===== src/rtl/prod_accumulator.sv =====
// Sums ACC_LEN unsigned products per frame; define PROD_ACC_SAT_EN to saturate instead of wrap on overflow.
// o_valid rises 1 cycle after the last input; in HOLD o_ready follows i_ready so a new frame can start with no bubble.
module prod_accumulator #(
    parameter int DATA_WIDTH = 16,
    parameter int ACC_LEN    = 8,
    parameter int ACC_WIDTH  = 2*DATA_WIDTH+3
) (
    input  logic                    i_clk,
    input  logic                    i_rst_n,
    input  logic                    i_valid,
    output logic                    o_ready,
    input  logic [2*DATA_WIDTH-1:0] i_product,
    input  logic                    i_clear,
    output logic                    o_valid,
    input  logic                    i_ready,
    output logic [ACC_WIDTH-1:0]    o_acc,
    output logic                    o_overflow
);

    localparam int CW = $clog2(ACC_LEN + 1);

    generate
        if (ACC_LEN < 2) begin : g_bad_acc_len
            $error("prod_accumulator: ACC_LEN must be 2 or more");
        end
        if (ACC_WIDTH < 2*DATA_WIDTH) begin : g_bad_acc_width
            $error("prod_accumulator: ACC_WIDTH must be at least 2*DATA_WIDTH");
        end
    endgenerate

    typedef enum logic [1:0] {
        IDLE  = 2'd0,
        ACCUM = 2'd1,
        HOLD  = 2'd2
    } state_t;

    state_t                 r_state, w_state_nxt;
    logic [CW-1:0]          r_count, w_count_nxt;
    logic [ACC_WIDTH-1:0]   r_acc, w_acc_nxt;
    logic                   r_ovf, w_ovf_nxt;

    logic                   w_in_xfer;
    logic                   w_out_xfer;
    logic [ACC_WIDTH-1:0]   w_prod_ext;
    logic [ACC_WIDTH:0]     w_sum;
    logic                   w_ovf_add;
    logic [ACC_WIDTH-1:0]   w_acc_add;

    assign o_ready    = (r_state == HOLD) ? i_ready : 1'b1;
    assign w_in_xfer  = i_valid && o_ready;
    assign w_out_xfer = (r_state == HOLD) && i_ready;

    assign w_prod_ext = ACC_WIDTH'(i_product);
    assign w_sum      = {1'b0, r_acc} + {1'b0, w_prod_ext};
    assign w_ovf_add  = r_ovf | w_sum[ACC_WIDTH];

`ifdef PROD_ACC_SAT_EN
    // Once saturated the sum stays pinned at all-ones until the frame ends.
    assign w_acc_add = w_ovf_add ? {ACC_WIDTH{1'b1}} : w_sum[ACC_WIDTH-1:0];
`else
    assign w_acc_add = w_sum[ACC_WIDTH-1:0];
`endif

    always_comb begin
        w_state_nxt = r_state;
        w_count_nxt = r_count;
        w_acc_nxt   = r_acc;
        w_ovf_nxt   = r_ovf;
        case (r_state)
            IDLE: begin
                if (w_in_xfer) begin
                    w_acc_nxt   = w_prod_ext;
                    w_count_nxt = CW'(1);
                    w_ovf_nxt   = 1'b0;
                    w_state_nxt = ACCUM;
                end
            end
            ACCUM: begin
                if (w_in_xfer) begin
                    w_acc_nxt   = w_acc_add;
                    w_ovf_nxt   = w_ovf_add;
                    w_count_nxt = r_count + CW'(1);
                    if (r_count == CW'(ACC_LEN - 1)) begin
                        w_state_nxt = HOLD;
                    end
                end
            end
            HOLD: begin
                if (w_out_xfer) begin
                    // Simultaneous input opens the next frame in the same edge.
                    if (w_in_xfer) begin
                        w_acc_nxt   = w_prod_ext;
                        w_count_nxt = CW'(1);
                        w_state_nxt = ACCUM;
                    end else begin
                        w_acc_nxt   = '0;
                        w_count_nxt = '0;
                        w_state_nxt = IDLE;
                    end
                    w_ovf_nxt = 1'b0;
                end
            end
            default: begin
                w_state_nxt = IDLE;
                w_count_nxt = '0;
                w_acc_nxt   = '0;
                w_ovf_nxt   = 1'b0;
            end
        endcase
        if (i_clear) begin
            w_state_nxt = IDLE;
            w_count_nxt = '0;
            w_acc_nxt   = '0;
            w_ovf_nxt   = 1'b0;
        end
    end

    always_ff @(posedge i_clk) begin
        if (!i_rst_n) begin
            r_state <= IDLE;
            r_count <= '0;
            r_acc   <= '0;
            r_ovf   <= 1'b0;
        end else begin
            r_state <= w_state_nxt;
            r_count <= w_count_nxt;
            r_acc   <= w_acc_nxt;
            r_ovf   <= w_ovf_nxt;
        end
    end

    assign o_acc      = r_acc;
    assign o_valid    = (r_state == HOLD);
    assign o_overflow = r_ovf;

endmodule


===== config.mk =====
export PLATFORM = sky130hd
export DESIGN_NAME = prod_accumulator
export DESIGN_NICKNAME = d
export VERILOG_FILES = /design/src/rtl/prod_accumulator.sv
export SDC_FILE = /design/constraint.sdc
export NUM_CORES = 1
export LEC_CHECK = 0
export ABC_AREA = 1
export BUFFER_PORTS_ARGS = -buffer_cell sky130_fd_sc_hd__buf_4
export CAP_MARGIN = 10
export CORE_ASPECT_RATIO = 0.5
export CORE_MARGIN = 2
export CORE_UTILIZATION = 50
export DETAILED_ROUTE_END_ITERATION = 10
export PLACE_DENSITY = 0.81
export SLEW_MARGIN = 40
export SYNTH_ARGS = -nofsm -noshare
export SYNTH_HDL_FRONTEND = slang
export SYNTH_SLANG_ARGS = --single-unit

===== constraint.sdc =====
create_clock -name i_clk -period 4.7 [get_ports i_clk]
set_input_delay 0.94 -clock i_clk [delete_from_list [all_inputs] [get_ports i_clk]]
set_output_delay 0.94 -clock i_clk [all_outputs]
set_load 0.005 [all_outputs]

# ---- Yosys cells after proc, flatten, opt, wreduce, memory -nomap -nowiden
# Cells that the tools add are included.
dict set report classes {
  n_addsub 2
  n_eq_ne 7
  muxes 21
  bitwise 2
  reduce_logical 6
}
# cell n
set ops {}
lappend ops {{2-to-1 mux 35 bit} 3}
lappend ops {{one-hot mux 35 bit (3 select lines)} 1}
lappend ops {{adder 35 x 32 -> 36 bit} 1}
lappend ops {{2-to-1 mux 32 bit} 1}
lappend ops {{2-to-1 mux 4 bit} 3}
lappend ops {{one-hot mux 4 bit (3 select lines)} 1}
lappend ops {{2-to-1 mux 2 bit} 4}
lappend ops {{2-to-1 mux 1 bit} 6}
lappend ops {{!= test 2 bit (second input constant)} 3}
lappend ops {{one-hot mux 2 bit (3 select lines)} 1}
lappend ops {{adder 4 x 1 -> 4 bit (second input constant)} 1}
lappend ops {{equality test 4 x 3 -> 1 bit (second input constant)} 1}
lappend ops {{AND reduction 4 bit} 1}
lappend ops {{one-hot mux 1 bit (3 select lines)} 1}
lappend ops {{AND reduction 3 bit} 1}
lappend ops {{equality test 2 x 1 -> 1 bit (second input constant)} 1}
lappend ops {{equality test 2 bit (second input constant)} 1}
lappend ops {{logical AND 1 bit} 2}
lappend ops {{zero test 2 bit} 1}
lappend ops {{!= test 2 x 1 -> 1 bit (second input constant)} 1}
lappend ops {{OR reduction 2 bit} 1}
lappend ops {{NOT 1 bit} 1}
lappend ops {{OR 1 bit} 1}
dict set report word_totals {
  regBits 42
  output_inout_bits 38
}

# ---- Depth between registers and ports, before layout
dict set report depth {
  ltp_word 6
  depth_mapped 15
  mapped_depth_nobuf 15
}

# ---- Worst setup path after synthesis
# Ideal clock, no wire load.
dict set report synth_path {
  path_kind {in2reg}
  startpoint {input i_product[0]}
  endpoint {register r_acc[24], in the netlist o_acc[24]}
  setup_time_ns 0.070
  t_arrival_ns 2.472
  path_slack_ns 2.157
  cell_stages 15
  n_path_buf 0
  path_cell_list {ha_1 fa_1 nand3_1 nand3_1 nand2_1 nand2_1 nand2_1 nand2_1 nand2_1 nand2_1 nand2_1 nand3_1 nand2_1 nand2_1 a21oi_1}
}
dict set report synth_via {
  elab_chain_len 3
}
# element line_no
set synth_lines {}
lappend synth_lines {{from (decl)} 12} ;# input logic [2*DATA_WIDTH-1:0] i_product,
lappend synth_lines {{adder 35 x 32 -> 36 bit} 54} ;# assign w_sum = {1'b0, r_acc} + {1'b0, w_prod_ext};
lappend synth_lines {{2-to-1 mux 35 bit} 79} ;# if (w_in_xfer) begin
lappend synth_lines {{one-hot mux 35 bit (3 select lines)} 69} ;# case (r_state)
lappend synth_lines {{to (signal assigned)} 127} ;# r_acc <= w_acc_nxt;
lappend synth_lines {{to (decl)} 39} ;# logic [ACC_WIDTH-1:0] r_acc, w_acc_nxt;
# No other way between the ends. The select of a mux whose other input is x is not followed.
# A chain may end at the register's enable or synchronous reset.

# ---- Worst setup path in the final report
# Ends and elaborated chain as after synthesis.

==> results list <==
* Highest-count cells in the layout ignoring fill and taps: 375 x sky130_fd_sc_hd__nand2_1, 130 x sky130_fd_sc_hd__inv_1, 76 x sky130_fd_sc_hd__buf_4
- Area share of the largest cell type after synthesis: 0.317
- In this run the critical register-to-register path is launched from o_acc[0].
* # Max-Cap Violations: 0
- TritonCTS created 5 clock buffers.
- Result of the run: finished, final reports clean
- Share of the yosys chip area belonging to registers: 0.189
* Standard cell area after detailed placement: just over 5000 um2
* Number of setup buffers added after CTS: 0
- Area of all placed cells without fillers: approximately 5300 um2
- Fin cells: between 1000 and 1500
- Kind of cell adding the most delay to the critical path: simple AND/OR/NAND/NOR gates
- Overall routed net length: between 10000 and 15000 um
* Via count of the routed design: 5075
* Die outline width: about 140 um
- Of the available clock period, the critical path in the final layout requires 0.567.
* Number of flops mapped to enable cells by yosys: 0
* Total negative slack: 0 ns
* Die area: around 9700 um2
- In this run the worst hold path is classified as flop to flop.
* Number of buffers and inverters on the critical path: 1
- Clock network fraction of total power: 0.382
- Number of hold violations in the final report: 0
* Max Freq: 375 MHz
- After synthesis, the share of flip-flops with an asynchronous set or reset is 0.
- Post-synthesis cell area: around 4400 um2
* Register-to-register path setup slack: about 2.5 ns
- Antenna violations before repair: 0
* Cell types occupying the most area after synthesis: sky130_fd_sc_hd__nand2_1 32%, sky130_fd_sc_hd__dfxtp_1 19%, sky130_fd_sc_hd__inv_1 11%, sky130_fd_sc_hd__ha_1 9.3%, sky130_fd_sc_hd__a21oi_1 7.9%
- Dividing the synthesized area by the synthesized cell count gives 5.39 um2.
- Timing analysis after detailed placement gives a worst setup slack of 1.76 ns.
* Root buf cell: sky130_fd_sc_hd__clkbuf_16
- Counting every net in the synthesized netlist gives between 800 and 900.
* Core Box Area: a little under 9000 um2
* Hold path endpoint: r_count[3]
* HPWL after DPL: approximately 10000 um
* Fraction of layout instances using a drive strength above 1: 0.115
- Of the total power, combinational logic draws 0.268.
- Fin util: 0.606
- Clk Latency, worst-skew pair: 0.30 ns
- Register share of total power: 0.350
- Number of vias per cell after detailed routing: 5.02
- Clock-pin slew was measured on the worst setup and hold paths at about 0.070 ns.
- The most numerous cell type found on the critical path is sky130_fd_sc_hd__nand2_1.
- For the pin with the worst max-slew slack, the measured transition is 0.611 ns.
- Flops & latches, synth: 42
- Measured against its own limit, the worst slew margin works out to 0.591.
- CTS tree: built
* Number of remaining DRC errors: 0
- Combined area of the multi-input logic cells: between 3000 and 4000 um2
- Terminus of the critical flop-to-flop path: o_acc[24]
- For this run, the number of Yosys warnings is 0.
* Final Slew Violations: 0
- Along the worst path, the maximum fanout reaches 5.
- # fillers: about 870
* Effective utilization at floorplan: 0.512
* WL/cell: between 10 and 15 um
* Overall routing resource usage: 0.273
- The signal on the critical path passes through buf_4 > ha_1 > fa_1 > nand3_1 > nand3_1 > nand2_1 > nand2_1 > nand2_1 > nand2_1 > nand2_1 > nand2_1 > nand2_1 > nand3_1 > nand2_1 > nand2_1 > a21oi_1.
- Power density over cell area: about 200 nW/um2
* Most common library cell in the layout ignoring fill and taps: sky130_fd_sc_hd__nand2_1
- Data on the critical path is required at its endpoint by between 4 and 5 ns.
- The initialized floorplan defines 24 standard-cell rows.
- Maximum resistive drop on vdd: approximately 0.0002 V
* Detailed-router iteration count before antenna repair: 5
* Number of placed instances, taps included: 1003
- Number of endpoints failing setup at the final stage: 0
* Biggest area consumer among synthesized cells: sky130_fd_sc_hd__nand2_1
- Share of total power consumed by net switching: 0.327
- The setup path with the least slack is of type input pin to flop.
- Synth unique cells: 34
* Clock Sinks: 42
- Total internal power: just over 700 uW
* RSZ-0062 raised after global routing: no
- For the final database, setup skew stands at about 0.0048 ns.
* Violation count after the first detailed-routing iteration: 440
* Crit path arrival time: 2.89 ns
* Total of hold buffers inserted after clock tree synthesis: 0
- Remaining number of nets flagged by the antenna check after routing: 0
* R2R depth: 15
* Fin crit period: 2.67 ns
* Type of element launching the critical path: input pin
* Cell type of the slowest stage on the worst timing path: sky130_fd_sc_hd__fa_1
* Layout Area Growth over Synthesis: 18.5%
- The number of antenna diodes in the final layout is 0.
* Total global routing overflow: 0
* Port Buffer Count: 74
- STA classifies the critical path endpoint as a flop.
- Start point of the worst hold path: r_count[3]
* # IOs: 75
- Measured along the y axis, the die boundary spans roughly 71 um.
- The first global-routing pass estimated 21200 um of wire.
- Quantity of gates resized following cts: 0
* Largest net degree at the start of global routing: 45
- For this run, the post-layout net count is between 900 and 1000.
* Via count of the first global-routing pass: around 4400
- The clock tree synthesis step divided the H-tree into 2 levels.
* Global placement routability congestion: slightly below 1
- Synthesis produced a netlist whose cell count is about 820.
- Cell leakage power: between 0.003 and 0.004 uW
- In the synthesized netlist the dominant register cell turns out to be sky130_fd_sc_hd__dfxtp_1.
- The worst hold path passes through 2 cells.
- Number of buffers between clock root and the deepest sink: 2
- Slowest stage delay, CP: between 0.4 and 0.5 ns
- Worst path setup slack after routing: about 2 ns
* Switching Power: ~350 uW
- Combined flip-flop and latch cell area: 841 um2
synthesized netlist by cell type, types with 4 or more instances:
library cell and count:
sky130_fd_sc_hd__inv_1 130, sky130_fd_sc_hd__o21ai_0 12, sky130_fd_sc_hd__clkbuf_1 4, sky130_fd_sc_hd__nand2_1 375, sky130_fd_sc_hd__buf_2 4, sky130_fd_sc_hd__a21oi_1 70, sky130_fd_sc_hd__dfxtp_1 42, sky130_fd_sc_hd__nand3_1 43
sky130_fd_sc_hd__nor2_1 51, sky130_fd_sc_hd__o21ai_1 12, sky130_fd_sc_hd__ha_1 33, sky130_fd_sc_hd__buf_4 4, sky130_fd_sc_hd__nor3_1 7
flip-flops by register name, summed over array words and instances (netlist names):
signal	cells
r_count	4
o_acc	35
r_state	2
o_overflow	1
stage by stage:
step / hold WS, ns / power, uW
floorplan: 0.438 / 574
CTS: 0.461 / 1080
detailed placement: 0.451 / 669
global route: 0.474 / 1140
global placement: 0.439 / 664
finish: 0.462 / 1080
cell families (layout without fill, tap and decap cells):
logic type	after synthesis	in the layout	synth area share
flip-flops	42	42	0.189
AND/OR/NAND/NOR	496	496	0.454
buffers and inverters	149	220	0.134
AO/OA/AOI/OAI	101	101	0.123
adder cells (fa/ha/maj)	34	34	0.0975
XOR/XNOR	1	1	0.00197
worst max-delay path by stage:
stage / end / cells past startpoint / slack, ns / from
3_5_place_dp: o_acc[24] / 16 / 1.76 / i_product[0]
5_1_grt: o_acc[22] / 16 / 1.85 / i_product[0]
3_3_place_gp: o_acc[24] / 16 / 1.85 / i_product[0]
4_1_cts: o_acc[24] / 16 / 2.07 / i_product[0]
2_1_floorplan: o_acc[24] / 15 / 2.16 / i_product[0]
6_report: o_acc[24] / 16 / 2.03 / i_product[0]
area by class of cell:
class / count / area share
Inverter: 134 / 0.0961
Tap cell: 117 / 0.0278
Multi-Input combinational cell: 632 / 0.571
Clock inverter: 3 / 0.00761
Timing Repair Buffer: 78 / 0.114
Clock buffer: 5 / 0.0238
Sequential cell: 42 / 0.160
power by group through the flow:
| stage | Clock [uW] | Combinational, uW | Sequential [uW] |
|---|---|---|---|
| after floorplan | 0 | 190 | 384 |
| after global placement | 0 | 279 | 385 |
| after detailed placement | 0 | 284 | 385 |
| after CTS | 415 | 286 | 377 |
| after global routing | 431 | 327 | 378 |
| final | 411 | 289 | 377 |
per-layer routing:
metal / GRT usage / up-vias / wire length, um
li1: - / 2693 / -
met1: 0.408 / 2191 / 6420
met2: 0.413 / 175 / 5260
met3: 0.0459 / 16 / 1000
met4: 0.0550 / 0 / 178
met5: 0 / - / 0
worst min-delay path, cell delays in order (launching register included):
cell                      delay, ns
sky130_fd_sc_hd__dfxtp_1       0.31
sky130_fd_sc_hd__nand2_1       0.06
sky130_fd_sc_hd__a21oi_1       0.05
No activity file was read; power rests on OpenSTA's default activity.
